$ cat config.mk
export PLATFORM = sky130hd
export DESIGN_NAME = programmable_sequence_detector_controller_flat
export DESIGN_NICKNAME = d
export VERILOG_FILES = /design/src/rtl/programmable_sequence_detector_controller_if.sv /design/src/rtl/programmable_sequence_detector_controller.sv /design/src/flat_wrapper.sv
export SDC_FILE = /design/constraint.sdc
export NUM_CORES = 1
export LEC_CHECK = 0
export ABC_AREA = 1
export CORE_ASPECT_RATIO = 1.4
export CORE_MARGIN = 2
export CORE_UTILIZATION = 44
export CTS_CLUSTER_DIAMETER = 150
export DETAILED_ROUTE_END_ITERATION = 8
export PLACE_DENSITY = 0.78
export SYNTH_ARGS = -nofsm -noshare
export SYNTH_HDL_FRONTEND = slang
export SYNTH_SLANG_ARGS = --single-unit
$ cat constraint.sdc
create_clock -name clock -period 2.1 [get_ports clock]
set_input_delay 0.42 -clock clock [delete_from_list [all_inputs] [get_ports clock]]
set_output_delay 0.42 -clock clock [all_outputs]
set_load 0.03 [all_outputs]
$ cat src/rtl/programmable_sequence_detector_controller_if.sv
// -----------------------------------------------------------------------------
// programmable_sequence_detector_controller_if
// Groups the host programming inputs, the serial data stream, the position
// counter handshake and the controller status into one bundle.
//   slave  : the controller (consumes programming/data/count, drives the rest)
//   master : the environment (host, data source and position counter)
// Signals:
//   prog_start, prog_len, prog_bit, prog_valid : host programming request
//   data_bit, data_valid                       : serial stream under test
//   count                                      : position counter value q
//   counter_enable, counter_resetnot_sync      : position counter controls
//   state, programmed, match, error            : controller status
// -----------------------------------------------------------------------------
interface programmable_sequence_detector_controller_if #(
   parameter int CNT_W = 4
) ();
   logic             prog_start;
   logic [CNT_W-1:0] prog_len;
   logic             prog_bit;
   logic             prog_valid;
   logic             data_bit;
   logic             data_valid;
   logic [CNT_W-1:0] count;
   logic             counter_enable;
   logic             counter_resetnot_sync;
   logic [1:0]       state;
   logic             programmed;
   logic             match;
   logic             error;

   modport slave (
      input  prog_start, prog_len, prog_bit, prog_valid,
      input  data_bit, data_valid, count,
      output counter_enable, counter_resetnot_sync,
      output state, programmed, match, error
   );

   modport master (
      output prog_start, prog_len, prog_bit, prog_valid,
      output data_bit, data_valid, count,
      input  counter_enable, counter_resetnot_sync,
      input  state, programmed, match, error
   );
endinterface

$ cat src/rtl/programmable_sequence_detector_controller.sv
// -----------------------------------------------------------------------------
// programmable_sequence_detector_controller
// Loads a serial pattern of programmable length (1..MAX_LEN) and then scans a
// serial data stream for it, steering an external position counter through
// counter_enable / counter_resetnot_sync and reading its value back on count.
// Ports:
//   clock : rising-edge clock
//   reset : synchronous, active-high reset
//   bus   : slave modport of programmable_sequence_detector_controller_if
//           (programming inputs, data stream, counter handshake, status)
// Status outputs state/programmed/match/error are registered; the counter
// controls are combinational so the counter moves on the same edge as the FSM.
// -----------------------------------------------------------------------------
module programmable_sequence_detector_controller #(
   parameter int MAX_LEN = 8,
   parameter int CNT_W   = 4
) (
   input logic clock,
   input logic reset,
   programmable_sequence_detector_controller_if.slave bus
);

   typedef enum logic [1:0] {
      ST_IDLE    = 2'b00,
      ST_PROGRAM = 2'b01,
      ST_DETECT  = 2'b10
   } state_t;

   state_t             state_r,      state_nxt_s;
   logic [MAX_LEN-1:0] pat_r,        pat_nxt_s;
   logic [CNT_W-1:0]   len_r,        len_nxt_s;
   logic               programmed_r, programmed_nxt_s;
   logic               match_r,      match_nxt_s;
   logic               error_r,      error_nxt_s;
   logic               cnt_en_s;
   logic               cnt_rstn_s;
   logic [CNT_W-1:0]   len_m1_s;
   logic               len_legal_s;
   logic               at_last_s;
   logic               cur_bit_s;

   // Selects pattern bit idx; out-of-range positions read as 0 so no
   // index ever reaches past the pattern register.
   function automatic logic pat_bit_at(input logic [MAX_LEN-1:0] pat,
                                       input logic [CNT_W-1:0]   idx);
      logic bit_v;
      bit_v = 1'b0;
      for (int i = 0; i < MAX_LEN; i++) begin
         bit_v = (idx == CNT_W'(i)) ? pat[i] : bit_v;
      end
      return bit_v;
   endfunction

   assign len_m1_s    = len_r - {{(CNT_W-1){1'b0}}, 1'b1};
   assign len_legal_s = (bus.prog_len != {CNT_W{1'b0}}) &&
                        (bus.prog_len <= CNT_W'(MAX_LEN));
   assign at_last_s   = (bus.count == len_m1_s);
   assign cur_bit_s   = pat_bit_at(pat_r, bus.count);

   // Next-state, pattern update and counter control decode.
   always_comb begin
      state_nxt_s      = state_r;
      pat_nxt_s        = pat_r;
      len_nxt_s        = len_r;
      programmed_nxt_s = programmed_r;
      match_nxt_s      = 1'b0;
      error_nxt_s      = 1'b0;
      cnt_en_s         = 1'b0;
      cnt_rstn_s       = 1'b0;

      if (bus.prog_start) begin
         if (len_legal_s) begin
            // (Re)program: old pattern is discarded, counter cleared.
            len_nxt_s        = bus.prog_len;
            pat_nxt_s        = {MAX_LEN{1'b0}};
            programmed_nxt_s = 1'b0;
            state_nxt_s      = ST_PROGRAM;
         end else begin
            // Illegal length: flag it and keep the position where it is;
            // IDLE keeps its counter clear.
            error_nxt_s = 1'b1;
            cnt_rstn_s  = (state_r == ST_PROGRAM) || (state_r == ST_DETECT);
         end
      end else begin
         case (state_r)
            ST_IDLE: begin
               cnt_en_s   = 1'b0;
               cnt_rstn_s = 1'b0;
            end
            ST_PROGRAM: begin
               if (bus.prog_valid) begin
                  for (int i = 0; i < MAX_LEN; i++) begin
                     pat_nxt_s[i] = (bus.count == CNT_W'(i)) ? bus.prog_bit : pat_r[i];
                  end
                  if (at_last_s) begin
                     programmed_nxt_s = 1'b1;
                     state_nxt_s      = ST_DETECT;
                  end else begin
                     cnt_rstn_s = 1'b1;
                     cnt_en_s   = 1'b1;
                  end
               end else begin
                  cnt_rstn_s = 1'b1;
               end
            end
            ST_DETECT: begin
               if (bus.data_valid) begin
                  if (bus.data_bit == cur_bit_s) begin
                     if (at_last_s) begin
                        // Non-overlapping: position restarts at 0.
                        match_nxt_s = 1'b1;
                     end else begin
                        cnt_rstn_s = 1'b1;
                        cnt_en_s   = 1'b1;
                     end
                  end else begin
                     // Simple restart: the failing bit may itself start a
                     // new attempt if it equals the first pattern bit.
                     cnt_en_s = (bus.data_bit == pat_r[0]);
                  end
               end else begin
                  cnt_rstn_s = 1'b1;
               end
            end
            default: begin
               // Unused encoding behaves as IDLE and recovers to it.
               state_nxt_s = ST_IDLE;
            end
         endcase
      end
   end

   // State and status registers with synchronous reset.
   always_ff @(posedge clock) begin
      if (reset) begin
         state_r      <= ST_IDLE;
         pat_r        <= {MAX_LEN{1'b0}};
         len_r        <= {CNT_W{1'b0}};
         programmed_r <= 1'b0;
         match_r      <= 1'b0;
         error_r      <= 1'b0;
      end else begin
         state_r      <= state_nxt_s;
         pat_r        <= pat_nxt_s;
         len_r        <= len_nxt_s;
         programmed_r <= programmed_nxt_s;
         match_r      <= match_nxt_s;
         error_r      <= error_nxt_s;
      end
   end

   assign bus.counter_enable        = cnt_en_s;
   assign bus.counter_resetnot_sync = cnt_rstn_s;
   assign bus.state                 = state_r;
   assign bus.programmed            = programmed_r;
   assign bus.match                 = match_r;
   assign bus.error                 = error_r;

endmodule

$ cat src/flat_wrapper.sv
// flat-port wrapper written by rule: the top's interface ports become plain ports
module programmable_sequence_detector_controller_flat 
#(
   parameter int MAX_LEN = 8,
   parameter int CNT_W   = 4
)
  (clock, reset, bus_prog_start, bus_prog_len, bus_prog_bit, bus_prog_valid, bus_data_bit, bus_data_valid, bus_count, bus_counter_enable, bus_counter_resetnot_sync, bus_state, bus_programmed, bus_match, bus_error);
  programmable_sequence_detector_controller_if #(.CNT_W(CNT_W)) bus_i ();
  input logic clock;
  input logic reset;
  input wire logic [$bits(bus_i.prog_start)-1:0] bus_prog_start;
  input wire logic [$bits(bus_i.prog_len)-1:0] bus_prog_len;
  input wire logic [$bits(bus_i.prog_bit)-1:0] bus_prog_bit;
  input wire logic [$bits(bus_i.prog_valid)-1:0] bus_prog_valid;
  input wire logic [$bits(bus_i.data_bit)-1:0] bus_data_bit;
  input wire logic [$bits(bus_i.data_valid)-1:0] bus_data_valid;
  input wire logic [$bits(bus_i.count)-1:0] bus_count;
  output wire logic [$bits(bus_i.counter_enable)-1:0] bus_counter_enable;
  output wire logic [$bits(bus_i.counter_resetnot_sync)-1:0] bus_counter_resetnot_sync;
  output wire logic [$bits(bus_i.state)-1:0] bus_state;
  output wire logic [$bits(bus_i.programmed)-1:0] bus_programmed;
  output wire logic [$bits(bus_i.match)-1:0] bus_match;
  output wire logic [$bits(bus_i.error)-1:0] bus_error;
  assign bus_i.prog_start = bus_prog_start;
  assign bus_i.prog_len = bus_prog_len;
  assign bus_i.prog_bit = bus_prog_bit;
  assign bus_i.prog_valid = bus_prog_valid;
  assign bus_i.data_bit = bus_data_bit;
  assign bus_i.data_valid = bus_data_valid;
  assign bus_i.count = bus_count;
  assign bus_counter_enable = bus_i.counter_enable;
  assign bus_counter_resetnot_sync = bus_i.counter_resetnot_sync;
  assign bus_state = bus_i.state;
  assign bus_programmed = bus_i.programmed;
  assign bus_match = bus_i.match;
  assign bus_error = bus_i.error;
  programmable_sequence_detector_controller #(.MAX_LEN(MAX_LEN), .CNT_W(CNT_W)) u_core (.clock(clock), .reset(reset), .bus(bus_i));
endmodule
== After elaboration in Yosys (flattened, before gate mapping) ==
Index checks and enable logic that the tools add are counted.

* Add/subtract/negate cells: 1
* $lt $le $gt $ge: 1
* Equal/unequal tests: 16
* Multiplexer cells: 44
* Bitwise gates (word level): 4
* Reductions and logical operators: 30

{| class="wikitable"
|+ Operator list
! kind !! number
|-
| $reduce_and 4->1 || 10
|-
| $mux 1 || 33
|-
| $mux 8 || 4
|-
| $reduce_bool 2->1 || 11
|-
| $eq 4x3->1 const B || 4
|-
| $eq 4x2->1 const B || 2
|-
| $mux 2 || 4
|-
| $reduce_or 5->1 || 1
|-
| $eq 4x1->1 const B || 1
|-
| $eq 4x4->1 || 1
|-
| $le 4x4->1 const B || 1
|-
| $logic_not 4->1 || 1
|-
| $ne 2x1->1 const B || 2
|-
| $not 1->1 || 4
|-
| $pmux 1 s2 || 2
|-
| $pmux 2 s2 || 1
|-
| $reduce_bool 4->1 || 1
|-
| $reduce_or 2->1 || 2
|-
| $sub 4x1->4 const B || 1
|-
| $ne 3x2->1 const B || 1
|-
| $ne 3x3->1 const B || 1
|-
| $eq 1x1->1 || 2
|-
| $eq 2x1->1 const B || 1
|-
| $eq 2x2->1 const B || 1
|-
| other kinds (4) || 4
|}

* Register bits after elaboration: 17
* Input port bits: 15
* Output and inout port bits: 7
* Word-level logic and storage cells: 109

== Longest topological paths before layout ==
Gate-level depths: netlist (run 1).

* Word-level depth: 14
* Mapped depth: 15
* Gate-level depth less buffers: 15

== Least setup slack after synthesis (run 1) ==
No wires, ideal clock.

* Path kind: input to output
* From: in bus_count[1]
* To: out bus_counter_enable
* Data arrival time: 1791 ps
* Data required time: 1680 ps
* Path slack: -111 ps
* Cell stages on the path: 14
* Buffers on the path: 1
* Path through: buf_6 > nor2_1 > nand3_2 > nand2_1 > inv_1 > nand2_1 > nand2_1 > nand3_2 > nand2_2 > nand2_2 > nand2_1 > nand2_1 > nand3_1 > a21oi_1

* Cells in the longest elaborated chain, start to end: 14
* Elaborated cells on any way between the ends: 24
* Those cells by class: eq/ne (9); mux (14); reduce/logical (1)

{| class="wikitable"
|+ Ends and longest elaborated chain
! item !! line !! text
|-
| start: declaration || flat_wrapper.sv:17 || <nowiki>input wire logic [$bits(bus_i.count)-1:0] bus_count;</nowiki>
|-
| $logic_not 4->1 || programmable_sequence_detector_controller.sv:49 || <nowiki>bit_v = (idx == CNT_W'(i)) ? pat[i] : bit_v;</nowiki>
|-
| $mux 1 (8 in series) || programmable_sequence_detector_controller.sv:49 ||
|-
| $eq 1x1->1 || programmable_sequence_detector_controller.sv:108 || <nowiki>if (bus.data_bit == cur_bit_s) begin</nowiki>
|-
| $mux 1 || programmable_sequence_detector_controller.sv:108 ||
|-
| $mux 1 || programmable_sequence_detector_controller.sv:107 || <nowiki>if (bus.data_valid) begin</nowiki>
|-
| $pmux 1 s2 * || programmable_sequence_detector_controller.sv:85 || <nowiki>case (state_r)</nowiki>
|-
| $mux 1 * || programmable_sequence_detector_controller.sv:71 || <nowiki>if (bus.prog_start) begin</nowiki>
|-
| end: declaration || flat_wrapper.sv:18 || <nowiki>output wire logic [$bits(bus_i.counter_enable)-1:0] bus_counter_enable;</nowiki>
|}

Mark *: on every way between the ends. The rest lies on a longest branch, timed or not.

== Worst setup path after layout (run 1) ==
* From: reg u_core.len_r[1]
* To: out bus_counter_enable

* Cells in the longest elaborated chain, start to end: 7
* Elaborated cells on any way between the ends: 8
* Those cells by class: add/sub (1); eq/ne (1); mux (6)

{| class="wikitable"
|+ Ends and longest elaborated chain
! item !! line !! text
|-
| start: declaration || programmable_sequence_detector_controller.sv:31 || <nowiki>logic [CNT_W-1:0] len_r, len_nxt_s;</nowiki>
|-
| start signal: assignment || programmable_sequence_detector_controller.sv:138 || <nowiki>len_r <= {CNT_W{1'b0}};</nowiki>
|-
| start signal: assignment || programmable_sequence_detector_controller.sv:145 || <nowiki>len_r <= len_nxt_s;</nowiki>
|-
| $sub 4x1->4 * || programmable_sequence_detector_controller.sv:54 || <nowiki>assign len_m1_s = len_r - {{(CNT_W-1){1'b0}}, 1'b1};</nowiki>
|-
| $eq 4x4->1 * || programmable_sequence_detector_controller.sv:57 || <nowiki>assign at_last_s = (bus.count == len_m1_s);</nowiki>
|-
| $mux 1 * || programmable_sequence_detector_controller.sv:95, programmable_sequence_detector_controller.sv:109 ||
|-
| $mux 1 || programmable_sequence_detector_controller.sv:108 ||
|-
| $mux 1 || programmable_sequence_detector_controller.sv:107 ||
|-
| $pmux 1 s2 * || programmable_sequence_detector_controller.sv:85 ||
|-
| $mux 1 * || programmable_sequence_detector_controller.sv:71 ||
|}

Marks and branches as above.

==> impl_metrics.py, run 1 <==
metrics = {
    "status": {
        "status": "finished, violations left",
        "violations": "setup timing",
    },
    "floorplanning": {
        "row_count": 21,
        "die_w_um": 46.21,
        "dieArea_mm2": 0.002915,
        "die_h_um": 63.09,
        "core_mm2": 0.002391,
        "io_pins": 22,
        "start_util_pct": 45.89,
    },
    "global_routing": {
        "overflow": 0,
        "grt_pass1_wl_mm": 5.464,
        "grt_start_max_net_pins": 11,
        "track_usage_pct": 25.25,
        "grt_pass1_vias": 1331,
        "antenna_found_initial": 0,
    },
    "synth": {
        "avgSynthCellArea_um2": 6.610,
        "synth_top_area_share_pct": 31.01,
        "synthesis.area_mm2": 0.001097,
        "synthTopCellsByArea": "dfxtp_1, nand2_1, inv_1, a21oi_1, o21ai_0",
        "yosysUniqueCellTypes": 28,
        "yosys.area.top_type": "dfxtp_1",
        "ys_warn_count": 0,
        "synth_seq_area_share_pct": 31.01,
        "synth_seq_cells": 17,
        "synth_cells": 166,
        "synth_fp_nets": 185,
    },
    "power_and_ir_drop": {
        "irDropWorstVdd_v": 0.0004631,
        "power_uw": 821.9,
        "switching_share_pct": 33.93,
        "seqPwrFrac_pct": 42.9,
        "leakage_nw": 0.6805,
        "intPower_uw": 543.0,
        "power_per_cell_area_mw_per_mm2": 516.4,
        "combPwrFrac_pct": 34.6,
        "clkPwrFrac_pct": 22.5,
        "p_sw_uw": 278.9,
    },
    "timing": {
        "fmax_mhz": 423.0,
        "period_share_pct": 112.6,
        "fin_skew_ns": 0.005542,
        "rsz0062_at_grt": "yes",
        "relSlewSlack_pct": 77.32,
        "worst_slew_pin_slew_ns": 0.3391,
        "setup_violations": 2,
        "holdWs_ns": 0.4581,
        "hold_violations": 0,
        "worst_slack_ns": -0.2640,
        "finalMaxSlewViolations": 0,
        "min_period_ns": 2.364,
    },
    "critical_path": {
        "start_kind": "flip-flop",
        "worstSetupPathType": "reg -> out",
        "r2r_start": "u_core.len_r[1]",
        "required_ns": 1.68,
        "critPathArrivalTime_ns": 1.94,
        "crit_path_start": "u_core.len_r[1]",
        "critPathMaxFanout": 4,
        "critPathCaptureType": "primary output",
    },
    "cells_and_area": {
        "drive_gt1_share_pct": 29.52,
        "final_cells": 244,
        "n_fill_cell": 217,
        "utilization_pct": 66.56,
        "antenna_cells": 0,
        "nets": 230,
        "area_growth_syn_to_layout_pct": 45.04,
        "design_area_mm2": 0.001592,
    },
    "clocking": {
        "clk_pin_slew_ns": 0.11,
        "cts_root_buf": "clkbuf_4",
        "cts.sinks": 17,
        "clock_latency_ns": 0.30,
        "htree_levels": 1,
        "cts_hold_repair.buffers": 0,
        "clockBufferDepth": 2,
        "cts_tree": "done",
        "cts_buffers": 3,
    },
    "placement": {
        "dpl.cell_count": 234,
        "place.gp.congestion": 0.8703,
        "dp_hpwl_mm": 2.345,
        "port-buffer-count": 21,
        "place_area_mm2": 0.001460,
    },
    "detailed_routing": {
        "drt_wl_total_mm": 3.185,
        "viasPerCell": 5.205,
        "ant_nets": 0,
        "dr.pass1.iters": 5,
        "wl_per_cell_um": 13.05,
        "vias": 1270,
        "drt-initial-drc-count": 35,
        "drc": 0,
    },
    "run": {
        "drv_cap": 0,
    },
    "worst_hold_path": {
        "min_from": "u_core.pat_r[6]",
        "hp-class": "reg -> reg",
    },
}
-- worst max-delay path: stages, from the launching register on --
cell and delay, ns:
dfxtp_2 0.34, inv_2 0.05, ha_4 0.23, buf_4 0.13
nand2_2 0.04, nand4_1 0.09, nor2_1 0.12, nand2_2 0.12
buf_4 0.17, o21bai_1 0.16, a21oi_2 0.05, buf_6 0.14
-- registers in the layout, summed over array words and instances (netlist names) --
| signal | flops |
|---|---|
| u_core.pat_r | 8 |
| u_core.len_r | 4 |
| u_core.bus.state | 2 |
| u_core.bus.error | 1 |
| u_core.bus.match | 1 |
| u_core.bus.programmed | 1 |
-- cells in the final DEF (no fill, tap or decap), types with 3 or more instances in the layout --
cell type        netlist  layout
clkdlybuf4s50_1        0      15
nand3_1               12      11
clkbuf_4               0       3
buf_4                  0      23
nand2_1               33      28
inv_1                 25      21
nand2_2                3       8
inv_2                  0       4
nor2_4                 0       3
xnor2_1                4       3
o21ai_0               14      14
clkbuf_2               0       3
dfxtp_1               17      15
ha_1                   4       3
nor2_1                11       8
a21oi_1               16      15
nand3_2                2       3
nor3_1                 4       4
-- path summary, 6_finish.rpt --
check	slack (ns)	cells after the start	endpoint
max	-0.26	11	bus_counter_enable
min	0.46	2	u_core.pat_r[6]
max reg2reg	0.36	11	u_core.bus.state[1]
min reg2reg	0.46	2	u_core.pat_r[6]
-- cell families after synthesis --
family	count (synthesis)	synth area share [%]
simple gates	73	30.79
compound gates	38	18.93
buf+inv	29	10.72
flops	17	31.02
xor+xnor	5	3.991
fa+ha+maj	4	4.561
-- cell type report --
class / instances / area, µm² / share of cell area, %
timing repair buffer: 44 / 371.6 / 23.35
inverter: 25 / 93.84 / 5.896
sequential: 17 / 342.8 / 21.54
tap: 34 / 42.54 / 2.673
clock inverter: 1 / 5.005 / 0.3145
clock buffer: 3 / 22.52 / 1.415
multi-input combinational: 120 / 713.2 / 44.81
-- synthesized netlist by cell type --
cell,instances
nor2_2,2
nand2_2,3
buf_6,1
a21oi_1,16
o21ai_1,2
nand3_1,12
nor3_2,1
or2_1,1
nand2_1,33
nor3_1,4
clkbuf_1,2
a21oi_2,1
inv_1,25
xor2_1,1
o21a_1,1
nor2_1,11
or2_2,2
a211oi_1,1
o31ai_1,1
nand3_2,2
o21bai_1,1
xnor2_1,4
o311ai_0,1
o21ai_0,14
nand4_1,2
buf_2,1
dfxtp_1,17
ha_1,4
-- power by group through the flow --
stage,registers [mW],clock network (mW),logic [mW]
global route,0.356,0.204,0.311
floorplan,0.365,0,0.137
detailed placement,0.359,0,0.248
CTS,0.353,0.184,0.278
finish,0.353,0.185,0.284
global placement,0.358,0,0.237
-- stage by stage --
step	setup WS, ns	setup TNS, ns
after detailed placement	-0.5879	-1.885
final	-0.2640	-0.5249
after CTS	-0.2356	-0.4570
after floorplan	0.005538	0
after global routing	-0.3579	-0.7070
after global placement	-0.5179	-1.268
-- metal layers --
| metal | routed length (µm) | share of wire, % | up-vias | GRT usage, % |
|---|---|---|---|---|
| li1 | - | - | 632 | - |
| met1 | 1167 | 37 | 583 | 25.00 |
| met2 | 1761 | 55 | 38 | 44.62 |
| met3 | 120 | 3.8 | 17 | 4.585 |
| met4 | 135 | 4.2 | 0 | 15.71 |
| met5 | 0 | 0 | - | 0 |
-- what timing repair did --
action,in CTS,in global routing
gates cloned,0,0
endpoints found under the setup margin,2,2
buffers inserted,6,0
pin swaps,10,1
gates resized for setup,29,6
Power figures use the tool's default switching activity.
==> run 2, diff against run 1 <==
Settings changed: CORE_MARGIN 2 to 8, CTS_CLUSTER_SIZE set to 10.
==> impl_metrics.py, run 2 (synthesis gave the netlist of run 1 again) <==
metrics = {
    "floorplanning": {
        "io_pins": 22,
        "start_util_pct": 45.89,
        "die_w_um": 58.21,
        "dieArea_mm2": 0.004370,
        "core_mm2": 0.002391,
        "die_h_um": 75.09,
        "row_count": 21,
    },
    "detailed_routing": {
        "drt_wl_total_mm": 3.080,
        "wl_per_cell_um": 12.52,
        "dr.pass1.iters": 4,
        "drt-initial-drc-count": 34,
        "viasPerCell": 4.915,
        "drc": 0,
        "ant_nets": 0,
        "vias": 1209,
    },
    "cells_and_area": {
        "multi_input_area_um2": 718.2,
        "final_common_cell": "nand2_1",
        "final_cell_mix": "nand2_1, buf_4, inv_1",
        "antenna_cells": 0,
        "register_area_um2": 342.8,
        "n_fill_cell": 205,
        "drive_gt1_share_pct": 30.66,
        "regMostFlops": "u_core.pat_r",
        "largest_reg_flops": 8,
        "nets": 232,
        "area_growth_syn_to_layout_pct": 46.52,
    },
    "run": {
        "drv_cap": 0,
    },
    "critical_path": {
        "critPathCaptureType": "primary output",
        "r2r_start": "u_core.len_r[0]",
        "start_kind": "flip-flop",
        "critPathTopFamily": "simple AND/OR/NAND/NOR gates",
        "worst_path_max_delay_cell": "dfxtp_2",
        "crit_chain": "inv_2, ha_4, or2_4, nand4_1, nor2_2, nand2_2, nor2_2, o21a_1, a21oi_4, buf_6",
        "r2r-end": "u_core.bus.state[1]",
        "rrSetupSlack_ns": 0.46,
        "path_common_cell": "nor2_2",
        "critical_path.max_stage_delay_ns": 0.34,
        "required_ns": 1.68,
        "critPathArrivalTime_ns": 1.88,
        "reg2reg_depth": 10,
        "critPathMaxFanout": 4,
        "worstSetupPathType": "reg -> out",
        "path_buf_inv": 2,
    },
    "power_and_ir_drop": {
        "irDropWorstVdd_v": 0.0004797,
        "leakage_nw": 0.6887,
        "power_per_cell_area_mw_per_mm2": 509.1,
    },
    "timing": {
        "worst_slack_ns": -0.1967,
        "fin_skew_ns": 0.008824,
        "hold_violations": 0,
        "rsz0062_at_grt": "yes",
        "period_share_pct": 109.4,
        "setup_tns_ns": -0.3768,
        "relSlewSlack_pct": 77.64,
        "fmax_mhz": 435.4,
        "finalMaxSlewViolations": 0,
        "min_period_ns": 2.297,
        "worst_slew_pin_slew_ns": 0.3326,
        "holdWs_ns": 0.4676,
        "setup_violations": 2,
    },
    "global_routing": {
        "grt_start_max_net_pins": 12,
        "grt_pass1_wl_mm": 5.168,
        "grt_pass1_vias": 1286,
        "antenna_found_initial": 0,
        "overflow": 0,
        "track_usage_pct": 15.06,
    },
    "placement": {
        "place.gp.congestion": 0.8557,
        "dp_hpwl_mm": 2.314,
        "port-buffer-count": 21,
    },
    "clocking": {
        "clock_latency_ns": 0.30,
        "cts.sinks": 17,
        "cts_root_buf": "clkbuf_4",
        "htree_levels": 1,
        "clk_pin_slew_ns": 0.11,
        "cts_buffers": 3,
        "cts_tree": "done",
        "clockBufferDepth": 2,
    },
    "status": {
        "violations": "setup timing",
        "status": "finished, violations left",
    },
    "worst_hold_path": {
        "min_from": "u_core.pat_r[6]",
        "min_to": "u_core.pat_r[6]",
        "min_path_cells": 2,
        "hp-class": "reg -> reg",
    },
}
run 2: cell types whose count changed in the layout (fill, tap and decap cells not counted), moves of 2 or more:
cell      delta
buf_4        +2
clkbuf_2     -3
nor2_2       +2
buf_2        +4
run 2: where the power goes:
part | switching [mW] | internal [mW]
registers | 0.0123 | 0.341
logic | 0.150 | 0.132
clock network | 0.110 | 0.0726
run 2: what timing repair did:
item / CTS / global route
endpoints found under the hold margin: 0 / 0
pin swaps: 11 / 3
buffers inserted: 5 / 1
endpoints found under the setup margin: 2 / 2
hold buffers: 0 / 0
resized for setup: 35 / 4
run 2: worst max path at each step:
stage	startpoint	endpoint	slack [ns]	depth (start not counted)
floorplan	u_core.len_r[0]	bus_counter_resetnot_sync	0.006	9
global placement	bus_count[0]	bus_counter_resetnot_sync	-0.52	11
detailed placement	bus_count[1]	bus_counter_resetnot_sync	-0.54	16
CTS	u_core.len_r[1]	bus_counter_resetnot_sync	-0.23	10
global route	u_core.len_r[1]	bus_counter_resetnot_sync	-0.32	11
finish	u_core.len_r[1]	bus_counter_resetnot_sync	-0.20	10
run 2: area by class of cell:
cell class / count / share of cell area [%]
clock buffers: 3 / 1.401
multi-input cells: 120 / 44.67
well taps: 34 / 2.646
clock inverters: 1 / 0.4669
repair buffers: 46 / 23.66
flip-flops and latches: 17 / 21.32
inverters: 25 / 5.837
run 2: per-layer routing:
layer | wire length, µm | global-route usage [%]
met2 | 1694 | 31.22
met3 | 137 | 3.248
met4 | 47 | 6.284
met1 | 1200 | 13.41
met5 | 0 | 0
run 2: tightest hold or removal path, delay by kind of cell, from the launching register on:
kind	cells	cell delay, ns
compound gates	1	0.05
buf+inv	1	0.05
flops	1	0.33
run 2: through the flow:
step | power, mW | worst slack (ns) | cell area, µm² | util [%] | std cells
finish | 0.8186 | -0.1967 | 1608 | 67.24 | 246
global route | 0.8665 | -0.3191 | 1608 | 67.24 | 246
CTS | 0.8115 | -0.2256 | 1588 | 66.41 | 245
detailed placement | 0.6066 | -0.5421 | 1475 | 61.70 | 236
global placement | 0.5981 | -0.5226 | 1475 | 61.70 | 236
floorplan | 0.5022 | 0.005538 | 1109 | - | 166
==> run 3, diff against run 2 <==
Settings changed: CORE_MARGIN 8 to not set.
==> impl_metrics.py, run 3 (synthesis gave the netlist of run 1 again) <==
metrics = {
    "status": {
        "status": "finished, violations left",
        "violations": "setup timing",
    },
    "timing": {
        "fin_skew_ns": 0.003854,
        "relSlewSlack_pct": 76.07,
        "worst_slack_ns": -0.2238,
        "rsz0062_at_grt": "yes",
        "holdWs_ns": 0.4672,
        "finalMaxSlewViolations": 0,
        "setup_violations": 2,
        "period_share_pct": 110.7,
        "min_period_ns": 2.324,
        "worst_slew_pin_slew_ns": 0.3545,
        "hold_violations": 0,
        "fmax_mhz": 430.3,
        "setup_tns_ns": -0.4162,
    },
    "cells_and_area": {
        "regMostFlops": "u_core.pat_r",
        "area_growth_syn_to_layout_pct": 47.78,
        "final_common_cell": "nand2_1",
        "final_cell_mix": "nand2_1, buf_4, inv_1",
        "n_fill_cell": 199,
        "final_cells": 233,
        "nets": 230,
        "multi_input_area_um2": 757.0,
        "register_area_um2": 342.8,
        "design_area_mm2": 0.001622,
        "drive_gt1_share_pct": 33.81,
        "antenna_cells": 0,
        "largest_reg_flops": 8,
    },
    "detailed_routing": {
        "drc": 0,
        "viasPerCell": 5.339,
        "vias": 1244,
        "drt_wl_total_mm": 3.033,
        "dr.pass1.iters": 4,
        "drt-initial-drc-count": 51,
        "wl_per_cell_um": 13.02,
        "ant_nets": 0,
    },
    "power_and_ir_drop": {
        "power_per_cell_area_mw_per_mm2": 514.3,
        "irDropWorstVdd_v": 0.0003585,
        "leakage_nw": 0.6876,
    },
    "critical_path": {
        "crit_chain": "inv_2, ha_4, or2_4, nand4_1, nor2_1, nand2_2, nand3_2, nand2_2, nand2_2, a21oi_4, buf_6",
        "path_common_cell": "nand2_2",
        "required_ns": 1.68,
        "critPathTopFamily": "simple AND/OR/NAND/NOR gates",
        "worst_path_max_delay_cell": "dfxtp_2",
        "worstSetupPathType": "reg -> out",
        "critPathMaxFanout": 4,
        "critPathArrivalTime_ns": 1.90,
        "critPathCaptureType": "primary output",
        "critical_path.max_stage_delay_ns": 0.34,
        "start_kind": "flip-flop",
        "path_buf_inv": 2,
    },
    "floorplanning": {
        "dieArea_mm2": 0.002700,
        "io_pins": 22,
        "die_h_um": 61.09,
        "core_mm2": 0.002365,
        "start_util_pct": 46.40,
        "row_count": 21,
        "die_w_um": 44.21,
    },
    "global_routing": {
        "antenna_found_initial": 0,
        "grt_pass1_vias": 1195,
        "grtUsageMet3_pct": 2.053,
        "busiest_layer": "met2",
        "overflow": 0,
        "use_met1_pct": 26.64,
        "grt_start_max_net_pins": 11,
        "grt_pass1_wl_mm": 4.767,
        "track_usage_pct": 23.39,
        "grtUsageMet2_pct": 43.07,
    },
    "placement": {
        "port-buffer-count": 21,
        "place.gp.congestion": 0.8569,
        "place_area_mm2": 0.001454,
        "dpl.cell_count": 224,
        "dp_hpwl_mm": 2.205,
    },
    "clocking": {
        "cts_tree": "done",
        "clk_pin_slew_ns": 0.11,
        "cts.sinks": 17,
        "cts_root_buf": "clkbuf_4",
        "clock_latency_ns": 0.30,
        "clockBufferDepth": 2,
        "htree_levels": 1,
        "cts_buffers": 3,
    },
    "worst_hold_path": {
        "hp-class": "reg -> reg",
    },
    "run": {
        "drv_cap": 0,
    },
}
[run 3: final cells by class]
| type | count | area share [%] |
|---|---|---|
| timing repair buffer | 44 | 22.92 |
| clock inverter | 1 | 0.3086 |
| multi-input combinational | 120 | 46.68 |
| clock buffer | 3 | 1.389 |
| sequential | 17 | 21.14 |
| tap | 23 | 1.775 |
| inverter | 25 | 5.787 |
[run 3: where the power goes]
group | internal (mW) | leakage (nW) | switching, mW
Combinational | 0.137 | 0.530 | 0.160
Clock | 0.0710 | 0.0177 | 0.113
Sequential | 0.341 | 0.140 | 0.0117
[run 3: worst paths after layout]
path                   start                   endpoint  slack (ns)  depth (start not counted)
max          u_core.len_r[1]  bus_counter_resetnot_sync       -0.22                         11
min          u_core.pat_r[5]            u_core.pat_r[5]        0.47                          2
max reg2reg  u_core.len_r[0]        u_core.bus.state[1]        0.32                         11
min reg2reg  u_core.pat_r[5]            u_core.pat_r[5]        0.47                          2
[run 3: repair_timing]
item / 4_1_cts / 5_1_grt
setup endpoints to repair: 2 / 2
hold buffers: 0 / 0
setup buffers: 3 / 2
pin swaps: 12 / 10
gates resized for setup: 37 / 15
[run 3: worst register-to-register path: stages, from the launching register on]
cell	delay, ns
dfxtp_2	0.35
inv_2	0.05
ha_4	0.25
or2_4	0.09
nand4_1	0.06
nor2_1	0.13
nand2_2	0.13
buf_4	0.16
o21ai_1	0.10
nand3_1	0.11
o21ai_0	0.17
a21oi_1	0.06
[run 3: per-layer routing]
layer  vias to the layer above  wire (µm)
li1                        626          -
met3                        14        134
met1                       562       1192
met5                         -          0
met2                        42       1606
met4                         0         99
[run 3: metrics by stage]
stage / total power, mW / worst slack (ns) / util (%)
global route: 0.8798 / -0.3251 / 68.57
detailed placement: 0.6030 / -0.5815 / 61.48
floorplan: 0.5022 / 0.005538 / -
CTS: 0.8092 / -0.2316 / 65.40
finish: 0.8340 / -0.2238 / 68.57
global placement: 0.5961 / -0.5378 / 61.48
